**src/rtl/imem_fetch_arbiter.sv**
```systemverilog
// Arbitrates the byte-wide instruction memory port between the boot loader and the
// fetch stage. A fetch assembles a little-endian 16-bit instruction from two byte reads.
module imem_fetch_arbiter #(
  parameter int ADDR_W    = 16,
  parameter int MEM_DEPTH = 64
) (
  input  logic              clk,
  input  logic              reset,
  input  logic              fetch_req,
  input  logic [ADDR_W-1:0] fetch_addr,
  output logic [15:0]       instr,
  output logic              instr_valid,
  output logic              fetch_fault,
  output logic              fetch_busy,
  input  logic              ld_valid,
  input  logic [ADDR_W-1:0] ld_addr,
  input  logic [7:0]        ld_data,
  output logic              ld_ready,
  output logic              ld_error,
  output logic [ADDR_W-1:0] mem_addr,
  output logic              mem_re,
  output logic              mem_we,
  output logic [7:0]        mem_wdata,
  input  logic [7:0]        mem_rdata,
  output logic [15:0]       fetch_count
);

  typedef enum logic [2:0] {IDLE, RD_LO, RD_HI, CAP, DONE} state_e;

  localparam logic [ADDR_W-1:0] DEPTH_A = ADDR_W'(MEM_DEPTH);
  localparam logic [ADDR_W-1:0] LAST_A  = ADDR_W'(MEM_DEPTH - 2);

  state_e            state_q, state_d;
  logic [ADDR_W-1:0] addr_q, addr_d;
  logic [7:0]        lo_q, lo_d;
  logic              fault_q, fault_d;
  logic [15:0]       instr_q, instr_d;
  logic [15:0]       fetch_count_q, fetch_count_d;
  logic              ld_error_q, ld_error_d;

  always_ff @(posedge clk) begin
    if (reset) begin
      state_q       <= IDLE;
      addr_q        <= '0;
      lo_q          <= '0;
      fault_q       <= 1'b0;
      instr_q       <= '0;
      fetch_count_q <= '0;
      ld_error_q    <= 1'b0;
    end else begin
      state_q       <= state_d;
      addr_q        <= addr_d;
      lo_q          <= lo_d;
      fault_q       <= fault_d;
      instr_q       <= instr_d;
      fetch_count_q <= fetch_count_d;
      ld_error_q    <= ld_error_d;
    end
  end

  always_comb begin
    state_d       = state_q;
    addr_d        = addr_q;
    lo_d          = lo_q;
    fault_d       = fault_q;
    instr_d       = instr_q;
    fetch_count_d = fetch_count_q;
    ld_error_d    = 1'b0;
    mem_addr      = addr_q;
    mem_re        = 1'b0;
    mem_we        = 1'b0;
    mem_wdata     = ld_data;
    ld_ready      = 1'b0;

    unique case (state_q)
      IDLE: begin
        ld_ready = 1'b1;
        // Loader has absolute priority; its write goes straight through this cycle.
        if (ld_valid) begin
          mem_addr = ld_addr;
          if (ld_addr < DEPTH_A) mem_we     = 1'b1;
          else                   ld_error_d = 1'b1;
        end else if (fetch_req) begin
          addr_d = fetch_addr;
          if (fetch_addr > LAST_A) begin
            fault_d       = 1'b1;
            lo_d          = '0;
            instr_d       = '0;
            fetch_count_d = fetch_count_q + 16'd1;
            state_d       = DONE;
          end else begin
            fault_d = 1'b0;
            state_d = RD_LO;
          end
        end
      end
      RD_LO: begin
        mem_re  = 1'b1;
        state_d = RD_HI;
      end
      RD_HI: begin
        mem_re   = 1'b1;
        mem_addr = addr_q + ADDR_W'(1);
        lo_d     = mem_rdata;
        state_d  = CAP;
      end
      CAP: begin
        // High byte arrives now; assemble directly so instr changes only entering DONE.
        instr_d       = {mem_rdata, lo_q};
        fetch_count_d = fetch_count_q + 16'd1;
        state_d       = DONE;
      end
      DONE:    state_d = IDLE;
      default: state_d = IDLE;
    endcase

    if (reset) begin
      ld_ready = 1'b0;
      mem_we   = 1'b0;
      mem_re   = 1'b0;
    end
  end

  assign instr       = instr_q;
  assign instr_valid = (state_q == DONE);
  assign fetch_fault = (state_q == DONE) && fault_q;
  assign fetch_busy  = (state_q != IDLE);
  assign ld_error    = ld_error_q;
  assign fetch_count = fetch_count_q;

endmodule

```
**config.mk**
```make
export PLATFORM = sky130hd
export DESIGN_NAME = imem_fetch_arbiter
export DESIGN_NICKNAME = d
export VERILOG_FILES = /design/src/rtl/imem_fetch_arbiter.sv
export SDC_FILE = /design/constraint.sdc
export NUM_CORES = 1
export LEC_CHECK = 0
export ABC_AREA = 0
export CORE_ASPECT_RATIO = 1.25
export CORE_MARGIN = 8
export CORE_UTILIZATION = 49
export DETAILED_ROUTE_END_ITERATION = 6
export GPL_TIMING_DRIVEN = 0
export PLACE_DENSITY_LB_ADDON = 0.25
export RECOVER_POWER = 25
export SKIP_LAST_GASP = 1
export SYNTH_ARGS = -nofsm -noshare
export SYNTH_HDL_FRONTEND = slang
export SYNTH_SLANG_ARGS = --single-unit
```
**constraint.sdc**
```tcl
create_clock -name clk -period 5.3 [get_ports clk]
set_input_delay 1.59 -clock clk [delete_from_list [all_inputs] [get_ports clk]]
set_output_delay 1.59 -clock clk [all_outputs]
set_load 0.02 [all_outputs]
```
==> metrics.txt, run 1 <==
Pwr per Cell Area=240.5 nW/um^2; crit-path max FO=9; postcts setup bufs=0; post-route ant nets=0; Top Ports=115; final setup violation count=0; most common cell after layout, fill and taps aside=clkdlybuf4s50_1; Stages on worst setup path=6; commonest non-fill, non-tap cells in the layout=84 x clkdlybuf4s50_1, 61 x dfxtp_1, 60 x nor2_1; Cell Count, Final, Fillers Out=616; Die Wd=88.81 microns; Post-Synthesis Net Count=462; WL final=10540 microns; largest net degree at the start of global routing=11; worst-skew pair later-pin latency=330 ps; r2r endpoint=addr_q[4]$_SDFFE_PP0P_; Endpoint, Worst Hold=lo_q[1]$_SDFFE_PP0P_; initial detailed-routing violation count=278; Port Buffers=104; Util after Layout=70.99%; Sw Ratio=26.16%; routed len/inst=17.11 microns; Async SR Flop Fraction=0%; synthesis-stage register bit count=61; Area Growth Syn to Fin=41.73%; vias in the first global route=3421; CTS tree=built; Lkg Pwr=1.683 nW; final global-route overflow total=0; Int Pwr=817.1 uW; Synth Flop Type=dfxtp_1; worst path bufs/invs=3; Max-Cap Viols=0; DRT Pass-1 Iters=5; Final Hold Viols=0; Hold Path Cell Cnt=2; die area=9503 sq um; Post-Route Setup TNS=0 ps; FF-to-FF Start=state_q[0]$_SDFFE_PP0P_; Setup crit end kind=primary output; RSZ-0062 raised after global routing=false; CTS Hold Bufs=0; nets=577; DRC=0; Worst R2R Path Depth=7; clk slew on worst S/H paths=60 ps; worst vdd ir=0.0002838 V; Avg Inst Size Synth=7.958 sq um; Max Clk Rate=196.5 MHz; clock network power share=39.1%; Yosys cell types=49; crit-path max cell delay=660 ps; Final Slew Violations=0; via count=3512; HP Start=lo_q[1]$_SDFFE_PP0P_; GPL Wtd Cong=0.8664; synthesized area=3247 sq um; Hold Path Class=reg -> reg; initial antenna violation count=1; CP arrival=3500 ps; Slowest cell on crit path=clkdlybuf4s50_1; Top Family by Delay on Critical Path=buffers and inverters; Fillers=520; Core Rows=33; Net Switching=289.5 uW; Setup Skew=7.015 ps; Crit Path Category=in -> out; Worst R2R Setup Slack=2910 ps; status=finished clean; relative slew slack=50.14%; dpl hpwl=7931 microns; starting density of the core=50.09%; register area share after synthesis=37.61%; layout cell share with drive strength beyond 1=8.333%; CTS Buf Count=9; Comb power frac=17.8%; total track usage=21.71%; root buf cell=clkbuf_8; clk buf depth=2; Reg power frac=43.1%; Die Y=107.0 microns; H-tree depth=3; Tmin final=5090 ps; yosys warns=0; fin crit share=96.03%; Slew @ Worst Pin=747.9 ps; # resized after CTS=0; Cells after DPL=599; core area=6482 sq um; first-pass GRT wire length=16370 microns; CP required=3710 ps; Mapped Cells=408; CTS Sinks=61; Cell Chain, Critical Path=buf_2 -> inv_1 -> nor3_1 -> a211oi_1 -> a311oi_1 -> clkdlybuf4s50_1; Avg Vias per Cell=5.701; number of synthesized flops with an enable pin=0; CP Launch Type=primary input
## stage by stage
step,worst slack [ps],cell area (sq um),hold slack [ps],total power [mW]
final,210.3,4602,480.6,1.107
after CTS,239.0,4608,481.1,1.111
after detailed placement,242.5,4397,466.9,0.6828
after floorplan,873.2,3247,451.5,0.5865
after global routing,114.2,4602,525.3,1.151
after global placement,334.9,4397,461.6,0.6799
## worst reg2reg max path, stage by stage (launching register included)
cell	delay, ps
dfxtp_1	310
buf_6	130
nor2_4	140
and3_1	160
clkbuf_1	570
clkbuf_1	610
mux2i_1	290
nor2_1	50
## Yosys cell counts, types with 2 or more instances
library cell / number / area share (%)
a31oi_1: 4 / 0.77
buf_4: 9 / 2.1
nand3_1: 17 / 2.6
inv_1: 5 / 0.58
buf_1: 2 / 0.23
a21oi_1: 37 / 5.7
or3_1: 13 / 2.5
mux2i_1: 23 / 7.1
ha_1: 2 / 0.77
dfxtp_1: 61 / 38
buf_6: 4 / 1.4
a22oi_1: 17 / 3.9
buf_2: 10 / 1.5
nand2_1: 29 / 3.4
or2_2: 2 / 0.39
a311oi_1: 2 / 0.54
nand4_1: 6 / 1.2
xnor2_1: 2 / 0.54
o21ai_0: 23 / 3.5
and2_1: 5 / 0.96
o22ai_1: 11 / 2.1
or4_1: 4 / 0.92
and3_1: 7 / 1.3
nor3_1: 7 / 1.1
nand3b_1: 2 / 0.46
clkbuf_1: 14 / 1.6
nor2_1: 60 / 6.9
o31ai_1: 3 / 0.69
a211oi_1: 3 / 0.69
nor4_1: 5 / 0.96
## cell families after synthesis
logic type,after synthesis,synth area share (%)
XOR/XNOR,3,0.8094
AND/OR/NAND/NOR,164,25.05
adder cells (fa/ha/maj),2,0.7706
AO/OA/AOI/OAI,111,21.23
buffers and inverters,44,7.437
flip-flops,61,37.61
multiplexers,23,7.091
## cell type report
| type | count | area, sq um | share of cell area (%) |
|---|---|---|---|
| sequential | 61 | 1221 | 26.54 |
| timing repair buffer | 104 | 1041 | 22.62 |
| clock buffer | 13 | 168.9 | 3.670 |
| tap | 87 | 108.9 | 2.365 |
| antenna | 1 | 2.502 | 0.05438 |
| buffer | 39 | 214.0 | 4.649 |
| inverter | 5 | 18.77 | 0.4078 |
| clock inverter | 3 | 42.54 | 0.9244 |
| multi-input combinational | 303 | 1784 | 38.77 |
## sequential cells by signal, indices dropped and copies added, names as in the netlist
signal and count:
addr_q 16, lo_q 8, fetch_count 16, instr 16
ld_error 1, state_q 3, fault_q 1
## power groups by stage
| stage | clock, mW | combinational, mW | sequential [mW] |
|---|---|---|---|
| 4_1_cts | 0.437 | 0.197 | 0.476 |
| 3_5_place_dp | 0 | 0.196 | 0.487 |
| 6_report | 0.433 | 0.197 | 0.477 |
| 2_1_floorplan | 0 | 0.100 | 0.486 |
| 3_3_place_gp | 0 | 0.194 | 0.486 |
| 5_1_grt | 0.463 | 0.210 | 0.478 |
## worst max-delay path by stage
stage,start,end,slack [ps]
after floorplan,ld_valid,mem_addr[11],870
after global placement,ld_valid,mem_addr[11],330
after detailed placement,ld_valid,mem_addr[11],240
after CTS,ld_valid,mem_addr[11],240
after global routing,ld_valid,mem_addr[11],110
final,ld_valid,mem_addr[11],210
## metal layers
layer	vias up	part of all wire [%]	track usage (%)
li1	1708	-	-
met1	1624	41	25.34
met2	164	49	36.22
met3	16	8.7	5.738
met4	0	1.4	8.848
met5	-	0	0
Power figures use the tool's default switching activity.
==> run 2: changes to the inputs <==
- CORE_UTILIZATION: 49 -> 41
- SLEW_MARGIN: default -> 20
- clock period: 5.3 -> 4.39 ns (I/O delays scaled with it)
==> metrics.txt, run 2 (synthesized netlist as in run 1, its figures left out) <==
root buf cell=clkbuf_8; Fillers=745; HP Start=lo_q[6]$_SDFFE_PP0P_; Hold Path Class=reg -> reg; Max Clk Rate=234.0 MHz; relative slew slack=50.87%; postcts setup bufs=0; Area Growth Syn to Fin=41.58%; first-pass GRT wire length=16680 microns; Tmin final=4273 ps; CP required=3070 ps; Total Power=1.296 mW; die area=11040 sq um; Post-Route Setup TNS=0 ps; dpl hpwl=8083 microns; post-route ant nets=0; DRT Pass-1 Iters=4; CTS Sinks=61; Final Slew Violations=0; core area=7747 sq um; Max-Cap Viols=0; fin crit share=97.33%; Reg power frac=44.4%; RSZ-0062 raised after global routing=false; Port Buffers=104; CP arrival=2960 ps; total track usage=18.98%; Cell Chain, Critical Path=buf_2 -> inv_1 -> nor3_2 -> a211oi_1 -> a311oi_1 -> clkdlybuf4s50_1; starting density of the core=41.91%; via count=3496; Setup crit end kind=primary output; initial antenna violation count=1; initial detailed-routing violation count=235; Pwr per Cell Area=281.9 nW/um^2; crit-path max cell delay=650 ps; CP Launch Type=primary input; CTS tree=built; Comb power frac=18.3%; FF-to-FF Start=state_q[0]$_SDFFE_PP0P_; Final Hold Viols=0; clk slew on worst S/H paths=70 ps; routed len/inst=16.89 microns; clk buf depth=2; DRC=0; Slowest cell on crit path=clkdlybuf4s50_1; multi-input logic area=1783 sq um; Core Rows=36; status=finished clean; vias in the first global route=3496; Storage cell area=1221 sq um; final setup violation count=0; CTS Buf Count=9; CP Launch Point=ld_valid; Top Ports=115; worst path bufs/invs=3; clock network power share=37.3%; GPL Wtd Cong=0.8739; layout cell share with drive strength beyond 1=8.523%; Lkg Pwr=1.704 nW; H-tree depth=3; Die Y=115.5 microns; most common cell after layout, fill and taps aside=clkdlybuf4s50_1; worst vdd ir=0.0002890 V; crit-path max FO=9; worst-skew pair later-pin latency=340 ps; Net Switching=356.9 uW; Int Pwr=939.0 uW; Slew @ Worst Pin=736.9 ps; commonest non-fill, non-tap cells in the layout=81 x clkdlybuf4s50_1, 61 x dfxtp_1, 60 x nor2_1; Die Wd=95.60 microns; largest net degree at the start of global routing=12; WL final=10540 microns; Setup Skew=6.871 ps; Sw Ratio=27.54%; final global-route overflow total=0; Top Family by Delay on Critical Path=buffers and inverters; nets=577; Avg Vias per Cell=5.603; Crit Path Category=in -> out
==> run 2: worst reg2reg max path, delay by kind of cell, from the launching register on <==
kind | cells | cell delay, ps
buffers and inverters | 3 | 1310
AND/OR/NAND/NOR | 3 | 360
flip-flops | 1 | 310
multiplexers | 1 | 270
==> run 2: final cells by class <==
class	count	area share, %
plain buffers	39	4.682
clock buffers	10	2.776
inverters	5	0.4083
clock inverters	6	1.388
multi-input cells	303	38.79
well taps	95	2.586
repair buffers	104	22.75
flip-flops and latches	61	26.57
diodes	1	0.05444
==> run 2: worst paths after layout <==
path	slack [ps]	cells past startpoint	end
setup / recovery	120	6	mem_addr[9]
hold reg to reg	480	2	lo_q[6]$_SDFFE_PP0P_
setup reg to reg	2020	7	addr_q[15]$_SDFFE_PP0P_
hold / removal	480	2	lo_q[6]$_SDFFE_PP0P_
==> run 2: power groups by stage <==
| stage | clock, mW | sequential, mW | combinational (mW) |
|---|---|---|---|
| after CTS | 0.493 | 0.575 | 0.240 |
| after detailed placement | 0 | 0.587 | 0.238 |
| final | 0.484 | 0.575 | 0.237 |
| after floorplan | 0 | 0.587 | 0.121 |
| after global placement | 0 | 0.587 | 0.236 |
| after global routing | 0.522 | 0.577 | 0.255 |
==> run 2: through the flow <==
step | setup WS, ps | area, sq um | std cells | util [%] | hold WS (ps)
global placement | -46.64 | 4407 | 607 | 56.88 | 461.7
finish | 117.0 | 4597 | 624 | 59.33 | 480.5
CTS | 47.50 | 4603 | 623 | 59.42 | 481.2
detailed placement | -100.8 | 4407 | 607 | 56.88 | 469.1
floorplan | 509.2 | 3247 | 408 | - | 451.5
global route | 8.333 | 4597 | 624 | 59.33 | 498.7
==> run 2: timing repair <==
| action | CTS | global route |
|---|---|---|
| pin swaps | 0 | 0 |
| endpoints found under the setup margin | 2 | 4 |
| hold buffers | 0 | 0 |
| resized for setup | 1 | 4 |
==> run 2: routing by layer <==
metal,up-vias,GRT usage [%],routed length [microns]
met2,148,31.35,5080
met5,-,0,0
met3,18,7.064,1063
met1,1621,21.52,4206
li1,1709,-,-
met4,0,7.400,191
==> run 3: changes to the inputs <==
- SKIP_LAST_GASP: 1 -> default
==> results of run 3 <==
Same layout as run 2: the final DEF is identical, and so are final timing and power.
